[config.mk]
export PLATFORM = sky130hd
export DESIGN_NAME = ssd_scan_flat
export DESIGN_NICKNAME = d
export VERILOG_FILES = /design/src/rtl/ssd_pkg.sv /design/src/rtl/ssd_if.sv /design/src/rtl/ssd_hex_decode.sv /design/src/rtl/ssd_scan.sv /design/src/flat_wrapper.sv
export SDC_FILE = /design/constraint.sdc
export NUM_CORES = 1
export LEC_CHECK = 0
export BUFFER_PORTS_ARGS = -buffer_cell sky130_fd_sc_hd__clkbuf_2
export CORE_ASPECT_RATIO = 1.1
export CORE_MARGIN = 2
export CORE_UTILIZATION = 40
export CTS_CLUSTER_DIAMETER = 40
export CTS_CLUSTER_SIZE = 30
export DETAILED_ROUTE_END_ITERATION = 10
export SLEW_MARGIN = 20
export SYNTH_ARGS = -nofsm -noshare
export SYNTH_HDL_FRONTEND = slang
export SYNTH_HIERARCHICAL = 1
export SYNTH_SLANG_ARGS = --single-unit
[constraint.sdc]
create_clock -name clk -period 2.7 [get_ports clk]
set_clock_uncertainty 0.05 [all_clocks]
set_input_delay 0.27 -clock clk [delete_from_list [all_inputs] [get_ports clk]]
set_output_delay 0.27 -clock clk [all_outputs]
set_load 0.1 [all_outputs]
[src/rtl/ssd_pkg.sv]
// Shared constants for the seven-segment scan driver: active-low segment codes
// (gfedcba, bit0 = a) and the supported digit-count range.
package ssd_pkg;

  typedef logic [6:0] seg_t;

  localparam int NUM_DIGITS_MIN = 1;
  localparam int NUM_DIGITS_MAX = 8;

  localparam seg_t SEG_0     = 7'b1000000;
  localparam seg_t SEG_1     = 7'b1111001;
  localparam seg_t SEG_2     = 7'b0100100;
  localparam seg_t SEG_3     = 7'b0110000;
  localparam seg_t SEG_4     = 7'b0011001;
  localparam seg_t SEG_5     = 7'b0010010;
  localparam seg_t SEG_6     = 7'b0000010;
  localparam seg_t SEG_7     = 7'b1111000;
  localparam seg_t SEG_8     = 7'b0000000;
  localparam seg_t SEG_9     = 7'b0010000;
  localparam seg_t SEG_A     = 7'b0001000;
  localparam seg_t SEG_B     = 7'b0000011;
  localparam seg_t SEG_C     = 7'b1000110;
  localparam seg_t SEG_D     = 7'b0100001;
  localparam seg_t SEG_E     = 7'b0000110;
  localparam seg_t SEG_F     = 7'b0001110;
  localparam seg_t SEG_BLANK = 7'b1111111;

  function automatic seg_t seg_lookup(input logic [3:0] nib);
    case (nib)
      4'h0: return SEG_0;
      4'h1: return SEG_1;
      4'h2: return SEG_2;
      4'h3: return SEG_3;
      4'h4: return SEG_4;
      4'h5: return SEG_5;
      4'h6: return SEG_6;
      4'h7: return SEG_7;
      4'h8: return SEG_8;
      4'h9: return SEG_9;
      4'hA: return SEG_A;
      4'hB: return SEG_B;
      4'hC: return SEG_C;
      4'hD: return SEG_D;
      4'hE: return SEG_E;
      default: return SEG_F;
    endcase
  endfunction

endpackage

[src/rtl/ssd_if.sv]
// Host-side load bus plus the pin-side segment/anode outputs of the scan driver.
interface ssd_if #(parameter int NUM_DIGITS = 4);
  logic                    load;
  logic [4*NUM_DIGITS-1:0] value;
  logic [NUM_DIGITS-1:0]   dp_in;
  logic                    hex_mode;
  logic                    blank_lz;
  logic [6:0]              seg;
  logic                    dp;
  logic [NUM_DIGITS-1:0]   an;
  logic                    pending;

  modport master (output load, value, dp_in, hex_mode, blank_lz,
                  input  seg, dp, an, pending);
  modport slave  (input  load, value, dp_in, hex_mode, blank_lz,
                  output seg, dp, an, pending);
endinterface

[src/rtl/ssd_hex_decode.sv]
// Combinational nibble-to-segment decoder, active-low output.
module ssd_hex_decode
  import ssd_pkg::*;
(
  input  logic [3:0] nibble,
  input  logic       hex_mode,
  input  logic       blank,
  output seg_t       seg
);

  always_comb begin
    if (blank || (!hex_mode && nibble > 4'd9))
      seg = SEG_BLANK;
    else
      seg = seg_lookup(nibble);
  end

endmodule

[src/rtl/ssd_scan.sv]
// Multiplexed seven-segment driver: frame-synchronous value update, BCD/hex
// decode, leading-zero blanking and registered pin outputs.
module ssd_scan
  import ssd_pkg::*;
#(
  parameter int NUM_DIGITS  = 4,
  parameter int REFRESH_DIV = 50000,
  parameter bit ACTIVE_LOW  = 1'b1
) (
  input logic   clk,
  input logic   rst,
  ssd_if.slave  bus
);

  localparam int IW  = (NUM_DIGITS > 1) ? $clog2(NUM_DIGITS) : 1;
  localparam int PW  = $clog2(REFRESH_DIV);
  localparam bit INV = ~ACTIVE_LOW;

  if (NUM_DIGITS < NUM_DIGITS_MIN || NUM_DIGITS > NUM_DIGITS_MAX) begin : g_bad_digits
    $error("ssd_scan: NUM_DIGITS out of range");
  end

  logic [PW-1:0]           cnt;
  logic [IW-1:0]           idx;
  logic                    tick, frame_end;
  logic [4*NUM_DIGITS-1:0] p_value, d_value;
  logic [NUM_DIGITS-1:0]   p_dp, d_dp;
  logic                    p_hex, p_blz, d_hex, d_blz, pending_q;
  logic [3:0]              nib;
  logic                    dp_sel, lz_sel, zero_run;
  logic [NUM_DIGITS-1:0]   an_act;
  seg_t                    seg_l;
  seg_t                    seg_q;
  logic                    dp_q;
  logic [NUM_DIGITS-1:0]   an_q;

  assign tick      = (cnt == PW'(REFRESH_DIV - 1));
  assign frame_end = tick && (idx == IW'(NUM_DIGITS - 1));

  always_ff @(posedge clk) begin
    if (rst) begin
      cnt <= '0;
      idx <= '0;
    end else begin
      cnt <= tick ? '0 : cnt + PW'(1);
      if (tick)
        idx <= (idx == IW'(NUM_DIGITS - 1)) ? '0 : idx + IW'(1);
    end
  end

  // A load landing on frame_end bypasses the pending stage entirely.
  always_ff @(posedge clk) begin
    if (rst) begin
      p_value   <= '0;
      p_dp      <= '0;
      p_hex     <= 1'b0;
      p_blz     <= 1'b0;
      d_value   <= '0;
      d_dp      <= '0;
      d_hex     <= 1'b0;
      d_blz     <= 1'b0;
      pending_q <= 1'b0;
    end else if (bus.load && frame_end) begin
      d_value   <= bus.value;
      d_dp      <= bus.dp_in;
      d_hex     <= bus.hex_mode;
      d_blz     <= bus.blank_lz;
      pending_q <= 1'b0;
    end else if (bus.load) begin
      p_value   <= bus.value;
      p_dp      <= bus.dp_in;
      p_hex     <= bus.hex_mode;
      p_blz     <= bus.blank_lz;
      pending_q <= 1'b1;
    end else if (frame_end && pending_q) begin
      d_value   <= p_value;
      d_dp      <= p_dp;
      d_hex     <= p_hex;
      d_blz     <= p_blz;
      pending_q <= 1'b0;
    end
  end

  // Walk from the most significant digit down so zero_run tracks "all zero from here up".
  always_comb begin
    nib      = 4'd0;
    dp_sel   = 1'b0;
    lz_sel   = 1'b0;
    an_act   = '0;
    zero_run = 1'b1;
    for (int i = NUM_DIGITS - 1; i >= 0; i--) begin
      zero_run = zero_run && (d_value[4*i +: 4] == 4'd0);
      if (idx == IW'(i)) begin
        nib       = d_value[4*i +: 4];
        dp_sel    = d_dp[i];
        lz_sel    = d_blz && zero_run && (i != 0);
        an_act[i] = 1'b1;
      end
    end
  end

  ssd_hex_decode u_dec (
    .nibble   (nib),
    .hex_mode (d_hex),
    .blank    (lz_sel),
    .seg      (seg_l)
  );

  always_ff @(posedge clk) begin
    if (rst) begin
      seg_q <= ACTIVE_LOW ? SEG_BLANK : ~SEG_BLANK;
      dp_q  <= ACTIVE_LOW;
      an_q  <= {NUM_DIGITS{ACTIVE_LOW}};
    end else begin
      seg_q <= seg_l ^ {7{INV}};
      dp_q  <= ~dp_sel ^ INV;
      an_q  <= ~an_act ^ {NUM_DIGITS{INV}};
    end
  end

  assign bus.seg     = seg_q;
  assign bus.dp      = dp_q;
  assign bus.an      = an_q;
  assign bus.pending = pending_q;

endmodule

[src/flat_wrapper.sv]
// flat-port wrapper written by rule: the top's interface ports become plain ports
module ssd_scan_flat import ssd_pkg::*;
#(
  parameter int NUM_DIGITS  = 4,
  parameter int REFRESH_DIV = 50000,
  parameter bit ACTIVE_LOW  = 1'b1
)
  (clk, rst, bus_load, bus_value, bus_dp_in, bus_hex_mode, bus_blank_lz, bus_seg, bus_dp, bus_an, bus_pending);
  ssd_if #(.NUM_DIGITS(NUM_DIGITS)) bus_i ();
  input logic clk;
  input logic rst;
  input wire logic [$bits(bus_i.load)-1:0] bus_load;
  input wire logic [$bits(bus_i.value)-1:0] bus_value;
  input wire logic [$bits(bus_i.dp_in)-1:0] bus_dp_in;
  input wire logic [$bits(bus_i.hex_mode)-1:0] bus_hex_mode;
  input wire logic [$bits(bus_i.blank_lz)-1:0] bus_blank_lz;
  output wire logic [$bits(bus_i.seg)-1:0] bus_seg;
  output wire logic [$bits(bus_i.dp)-1:0] bus_dp;
  output wire logic [$bits(bus_i.an)-1:0] bus_an;
  output wire logic [$bits(bus_i.pending)-1:0] bus_pending;
  assign bus_i.load = bus_load;
  assign bus_i.value = bus_value;
  assign bus_i.dp_in = bus_dp_in;
  assign bus_i.hex_mode = bus_hex_mode;
  assign bus_i.blank_lz = bus_blank_lz;
  assign bus_seg = bus_i.seg;
  assign bus_dp = bus_i.dp;
  assign bus_an = bus_i.an;
  assign bus_pending = bus_i.pending;
  ssd_scan #(.NUM_DIGITS(NUM_DIGITS), .REFRESH_DIV(REFRESH_DIV), .ACTIVE_LOW(ACTIVE_LOW)) u_core (.clk(clk), .rst(rst), .bus(bus_i));
endmodule
==> results of run 1 <==
==> where the power goes <==
group	internal [mW]	total, mW	switching (mW)
combinational	0.0637	0.191	0.127
sequential	1.14	1.15	0.0171
clock	0.338	0.775	0.437
==> state kept, by name, indices dropped and copies added, names as in the netlist, 2 cells and up <==
register        cells
u_core/bus.seg      7
u_core/bus.an       4
u_core/idx          2
u_core/p_dp         4
u_core/cnt         16
u_core/d_value     16
u_core/p_value     16
u_core/d_dp         4
==> layout make-up <==
| type | instances | area [um^2] | area share |
|---|---|---|---|
| clock buffer | 9 | 123.9 | 0.03131 |
| clock inverter | 7 | 51.30 | 0.01297 |
| inverter | 9 | 33.78 | 0.008539 |
| multi-input combinational | 274 | 1823 | 0.4608 |
| sequential | 75 | 1503 | 0.3798 |
| tap | 111 | 138.9 | 0.03510 |
| timing repair buffer | 50 | 282.8 | 0.07147 |
==> cells by family after synthesis <==
| group | count (synthesis) |
|---|---|
| flops | 75 |
| buf+inv | 32 |
| xor+xnor | 14 |
| fa+ha+maj | 12 |
| compound gates | 75 |
| mux | 29 |
| simple gates | 144 |
==> worst max-delay path: stages, from the launching register on <==
cell and delay, ns:
dfxtp_2 0.37, inv_1 0.07, ha_2 0.23, nand3b_1 0.16, a21oi_1 0.15, a21oi_1 0.05
o21ai_1 0.16, inv_1 0.12, ha_2 0.21, or2_2 0.27, a21oi_1 0.15, o21ai_1 0.08
or2_2 0.27
==> how the worst max path moves through the flow <==
stage,startpoint,end,slack [ns],cells past startpoint
after floorplan,u_core/idx[0]$_SDFFE_PP0N_,u_core/bus.seg[3]$_SDFF_PP1_,-0.02,13
after global placement,u_core/idx[0]$_SDFFE_PP0N_,u_core/bus.seg[2]$_SDFF_PP1_,0.13,11
after detailed placement,u_core/idx[0]$_SDFFE_PP0N_,u_core/bus.seg[2]$_SDFF_PP1_,0.03,11
after CTS,u_core/idx[0]$_SDFFE_PP0N_,u_core/bus.seg[2]$_SDFF_PP1_,0.0004,11
after global routing,u_core/idx[0]$_SDFFE_PP0N_,u_core/bus.seg[2]$_SDFF_PP1_,0.007,11
final,u_core/idx[0]$_SDFFE_PP0N_,u_core/bus.seg[3]$_SDFF_PP1_,0.23,12
==> cell usage in the layout (no fill, tap or decap), types with 4 or more instances in the layout <==
cell	count
buf_4	13
or2_2	9
nand3b_1	6
nor3_1	4
a22oi_1	9
nand2b_1	6
nor4_1	6
o2bb2ai_1	22
nand4_1	4
dfxtp_1	74
nand3_1	7
xnor2_1	13
ha_1	9
nor2_1	59
clkbuf_2	37
nand2_1	31
mux2i_1	26
inv_1	9
clkbuf_8	9
o21ai_0	4
a21oi_1	26
==> metrics by stage <==
| stage | power [mW] | TNS, ns | setup slack, ns | cells |
|---|---|---|---|---|
| CTS | 2.151 | 0 | 0.0003608 | 535 |
| floorplan | 1.316 | -0.02369 | -0.02369 | 381 |
| global route | 2.218 | 0 | 0.006738 | 535 |
| global placement | 1.368 | 0 | 0.1314 | 519 |
| detailed placement | 1.370 | 0 | 0.02550 | 519 |
| finish | 2.118 | 0 | 0.2299 | 535 |
==> metal layers <==
| layer | global-route usage | vias up | routed length [um] |
|---|---|---|---|
| met5 | 0 | - | 0 |
| met4 | 0.07919 | 0 | 144 |
| met3 | 0.02902 | 10 | 245 |
| met2 | 0.2785 | 46 | 3394 |
| met1 | 0.2229 | 1240 | 3647 |
| li1 | - | 1398 | - |
==> timing repair <==
| action | in CTS | in global routing |
|---|---|---|
| setup endpoints to repair | 0 | 7 |
| hold endpoints to repair | 0 | 0 |
| resized for setup | 0 | 5 |
| buffers inserted | 0 | 0 |
==> results.tsv, run 1 <==
metric	value	unit
Placed Area	3769	um^2
filler cell count	828	
maximum fanout along the worst path	10	
RR Startpoint	u_core/idx[0]$_SDFFE_PP0N_	
post-synth top area share	0.4338	
clock sink count	75	
Final Hold Vio Count	0	
CTS Buffer Depth	2	
Synth cell types	45	
max_cap viols	0	
Area contributors post-synth	dfxtp_1, mux2i_1, nor2_1	
Worst setup SP type	register	
CTS tree	done	
flop2flop setup slack	0.23	ns
Synth Area in Simple Gates	0.2025	
number of I/O port buffers	37	
Skew-Pair Late Insertion Delay	0.35	ns
Die Width	92.69	um
final wirelength	7.432	mm
Worst-Margin Slew	0.6551	ns
Peak supply drop	241.4	uV
first-pass GRT wire length	12.59	mm
Tot GR Track Use	0.1708	
Worst EP required	2.89	ns
Final period util	0.9149	
Die Y	101.6	um
share of cells above drive strength 1	0.2099	
DR pass1 iterations	4	
crit end category	register	
Ant. Diodes	0	
Leak	1.533	nW
largest net degree at the start of global routing	30	
post-synthesis mux area share	0.08496	
HP Class	in2reg	
reg2reg end	u_core/bus.seg[3]$_SDFF_PP1_	
Root Buffer	clkbuf_8	
pwr/cell area	535.3	nW/um^2
vias in the first global route	2570	
adder-cell share of the synthesized area	0.04338	
hold slack	0.1136	ns
number of synthesized flops with an enable pin	0	
hold path depth	3	
number of setup violations in the final report	0	
largest family of logic cells by synthesized area	simple AND/OR/NAND/NOR gates	
gr ovfl total	0	
DIE AREA	9413	um^2
Layout Area Growth over Synthesis	14.32	%
Final nets	456	
arrival time worst endpoint	2.66	ns
hold buffers post-CTS	0	
count of state elements after synthesis	75	
final RePlAce weighted congestion	0.7814	
WS Path Type	reg2reg	
Ports	38	
register area share after synthesis	0.4338	
xor and xnor area share after synthesis	0.03543	
DRC Markers	0	
initial antenna violation count	0	
post-synthesis compound-gate area fraction	0.1573	
Yosys Warn Count	6	
post-synthesis net count	418	
Post-synth ARST share	0	
FMAX	0.4048	GHz
Final ANT Viol Nets	0	
synth cell count leaders	dfxtp_1, nor2_1, nand2_1	
status	finished clean	
min cycle time layout	2.470	ns
Initial Utilization	0.4116	
htree depth	3	
largest area contributor in the netlist	dfxtp_1	
CTS Buf Count	9	
Max Slew Vio Count	0	
syn avg cell area	9.084	um^2
post-DR vias/cell	5.036	
mapped cell area	3461	um^2
Final HPWL DP	5.257	mm
Iteration-0 DRC Markers	107	
RSZ-0062 raised after global routing	false	
Primary FF master, synth	dfxtp_1	
hold_sp	bus_value[4]	
Worst Hold Path EP	u_core/p_value[4]$_SDFFE_PP0P_	
most frequent cell after synthesis	dfxtp_1	
Gate Count Post-Synth	381	
Final Util	0.4705	
WL per Instance	13.89	um
design area	3956	um^2
Slew headroom	0.5624	
Reg clk slew, reported paths	0.08	ns
CORE AREA	8408	um^2
Via Count	2694	
worst r2r path cells	12	
# rows	35	
(Power assumes the default switching activity.)
==> inputs of run 2 (changes only) <==
CORE_UTILIZATION = 38   (was 40)
==> run 2 against run 1 <==
Worst hold slack worse by 0.0043 ns. Sequential power about the same. Fmax down 0.33%. Power is 9.9% higher. Sequential share of layout area decreased by 1.0 points. Worst setup slack worse by 0.0081 ns. Non-clock buffer count is 6 higher. Largest power group unchanged.
==> results.tsv, run 2 (same netlist as run 1, synthesis figures left out) <==
metric	value	unit
DRC Markers	0	
Worst EP required	2.90	ns
Final Hold Vio Count	0	
final RePlAce weighted congestion	0.8381	
clock sink count	75	
max_cap viols	0	
FMAX	0.4035	GHz
Reg clk slew, reported paths	0.08	ns
Initial Utilization	0.3900	
Critical Path Source	u_core/idx[0]$_SDFFE_PP0N_	
vias in the first global route	2553	
Leak	1.592	nW
crit end category	register	
flop2flop setup slack	0.22	ns
arrival time worst endpoint	2.67	ns
min cycle time layout	2.478	ns
Ant. Diodes	0	
commonest cells after routing, fill and taps aside	dfxtp_1, nor2_1, clkbuf_2, nand2_1, mux2i_1	
pre-CTS setup slack	0.07789	ns
RR Startpoint	u_core/idx[0]$_SDFFE_PP0N_	
CTS Buf Count	9	
Via Count	2780	
initial antenna violation count	0	
final non-filler cell total	544	
WL per Instance	13.54	um
Placed Area	3795	um^2
status	finished clean	
Final period util	0.9179	
pwr/cell area	572.6	nW/um^2
Worst-Margin Slew	0.6297	ns
DIE AREA	9888	um^2
Tot GR Track Use	0.1613	
gr ovfl total	0	
worst r2r path cells	11	
Final nets	462	
Worst setup SP type	register	
Final ANT Viol Nets	0	
Final HPWL DP	5.167	mm
final wirelength	7.367	mm
Final Power	2.328	mW
WS Path Type	reg2reg	
Critical Path End	u_core/bus.seg[2]$_SDFF_PP1_	
design area	4065	um^2
post-route worst setup slack	0.2218	ns
Peak supply drop	341.8	uV
share of cells above drive strength 1	0.2256	
most common cell after layout, fill and taps aside	dfxtp_1	
RSZ-0062 raised after global routing	false	
HP Class	in2reg	
DR pass1 iterations	4	
Skew-Pair Late Insertion Delay	0.36	ns
Regs by FF count	u_core/cnt x16, u_core/d_value x16, u_core/p_value x16	
largest net degree at the start of global routing	26	
first-pass GRT wire length	12.48	mm
reg2reg end	u_core/bus.seg[2]$_SDFF_PP1_	
Die Width	94.99	um
CTS tree	done	
number of setup violations in the final report	0	
Iteration-0 DRC Markers	79	
# rows	36	
Root Buffer	clkbuf_8	
Ports	38	
number of I/O port buffers	37	
CTS Buffer Depth	2	
Die Y	104.1	um
htree depth	3	
Layout Area Growth over Synthesis	17.46	%
post-DR vias/cell	5.110	
dpl cells	525	
Max Slew Vio Count	0	
TNS Setup	0	ns
Slew headroom	0.5793	
maximum fanout along the worst path	7	
CORE AREA	8874	um^2
[run 2: report_power, final]
part           switching, mW  total (mW)  internal, mW
clock                  0.416       0.986         0.570
sequential            0.0153        1.15          1.14
combinational          0.127       0.191        0.0647
[run 2: cell type report]
| type | count | area, um^2 |
|---|---|---|
| clock buffer | 12 | 155.1 |
| clock inverter | 4 | 72.57 |
| fill | 858 | 4808 |
| inverter | 9 | 33.78 |
| multi-input combinational | 274 | 1831 |
| sequential | 75 | 1503 |
| tap | 114 | 142.6 |
| timing repair buffer | 56 | 327.8 |
[run 2: worst min path at each step]
stage / startpoint / depth (start not counted) / end
after floorplan: bus_blank_lz / 2 / u_core/p_blz$_SDFFE_PP0P_
after global placement: u_core/cnt[0]$_SDFF_PP0_ / 1 / u_core/cnt[0]$_SDFF_PP0_
after detailed placement: u_core/d_blz$_SDFFE_PP0P_ / 1 / u_core/d_blz$_SDFFE_PP0P_
after CTS: bus_value[1] / 3 / u_core/p_value[1]$_SDFFE_PP0P_
after global routing: bus_dp_in[2] / 3 / u_core/p_dp[2]$_SDFFE_PP0P_
final: bus_hex_mode / 3 / u_core/p_hex$_SDFFE_PP0P_
[run 2: metal layers]
layer / routed length, um / track usage / up-vias
met5: 0 / 0 / -
met4: 212 / 0.08282 / 0
met3: 291 / 0.04638 / 16
met2: 3271 / 0.2254 / 60
met1: 3591 / 0.2237 / 1287
li1: - / - / 1417
[run 2: per-stage QoR]
step	hold WS, ns	util
after floorplan	0.3639	-
after global placement	0.3936	0.4277
after detailed placement	0.3953	0.4277
after CTS	0.09138	0.4533
after global routing	0.09846	0.4581
final	0.1093	0.4581
[run 2: worst max-delay path, stage by stage, from the launching register on]
cell	delay [ns]
dfxtp_2	0.37
inv_1	0.07
ha_1	0.23
nand3b_1	0.16
a21oi_1	0.19
a21oi_2	0.05
o21ai_2	0.19
ha_2	0.25
o21bai_1	0.12
a31oi_4	0.28
o221ai_2	0.13
or2_2	0.28
[run 2: timing repair]
action	in CTS	in global routing
gates resized for setup	0	9
hold buffers	0	0
setup buffers	0	3
endpoints found under the setup margin	0	7
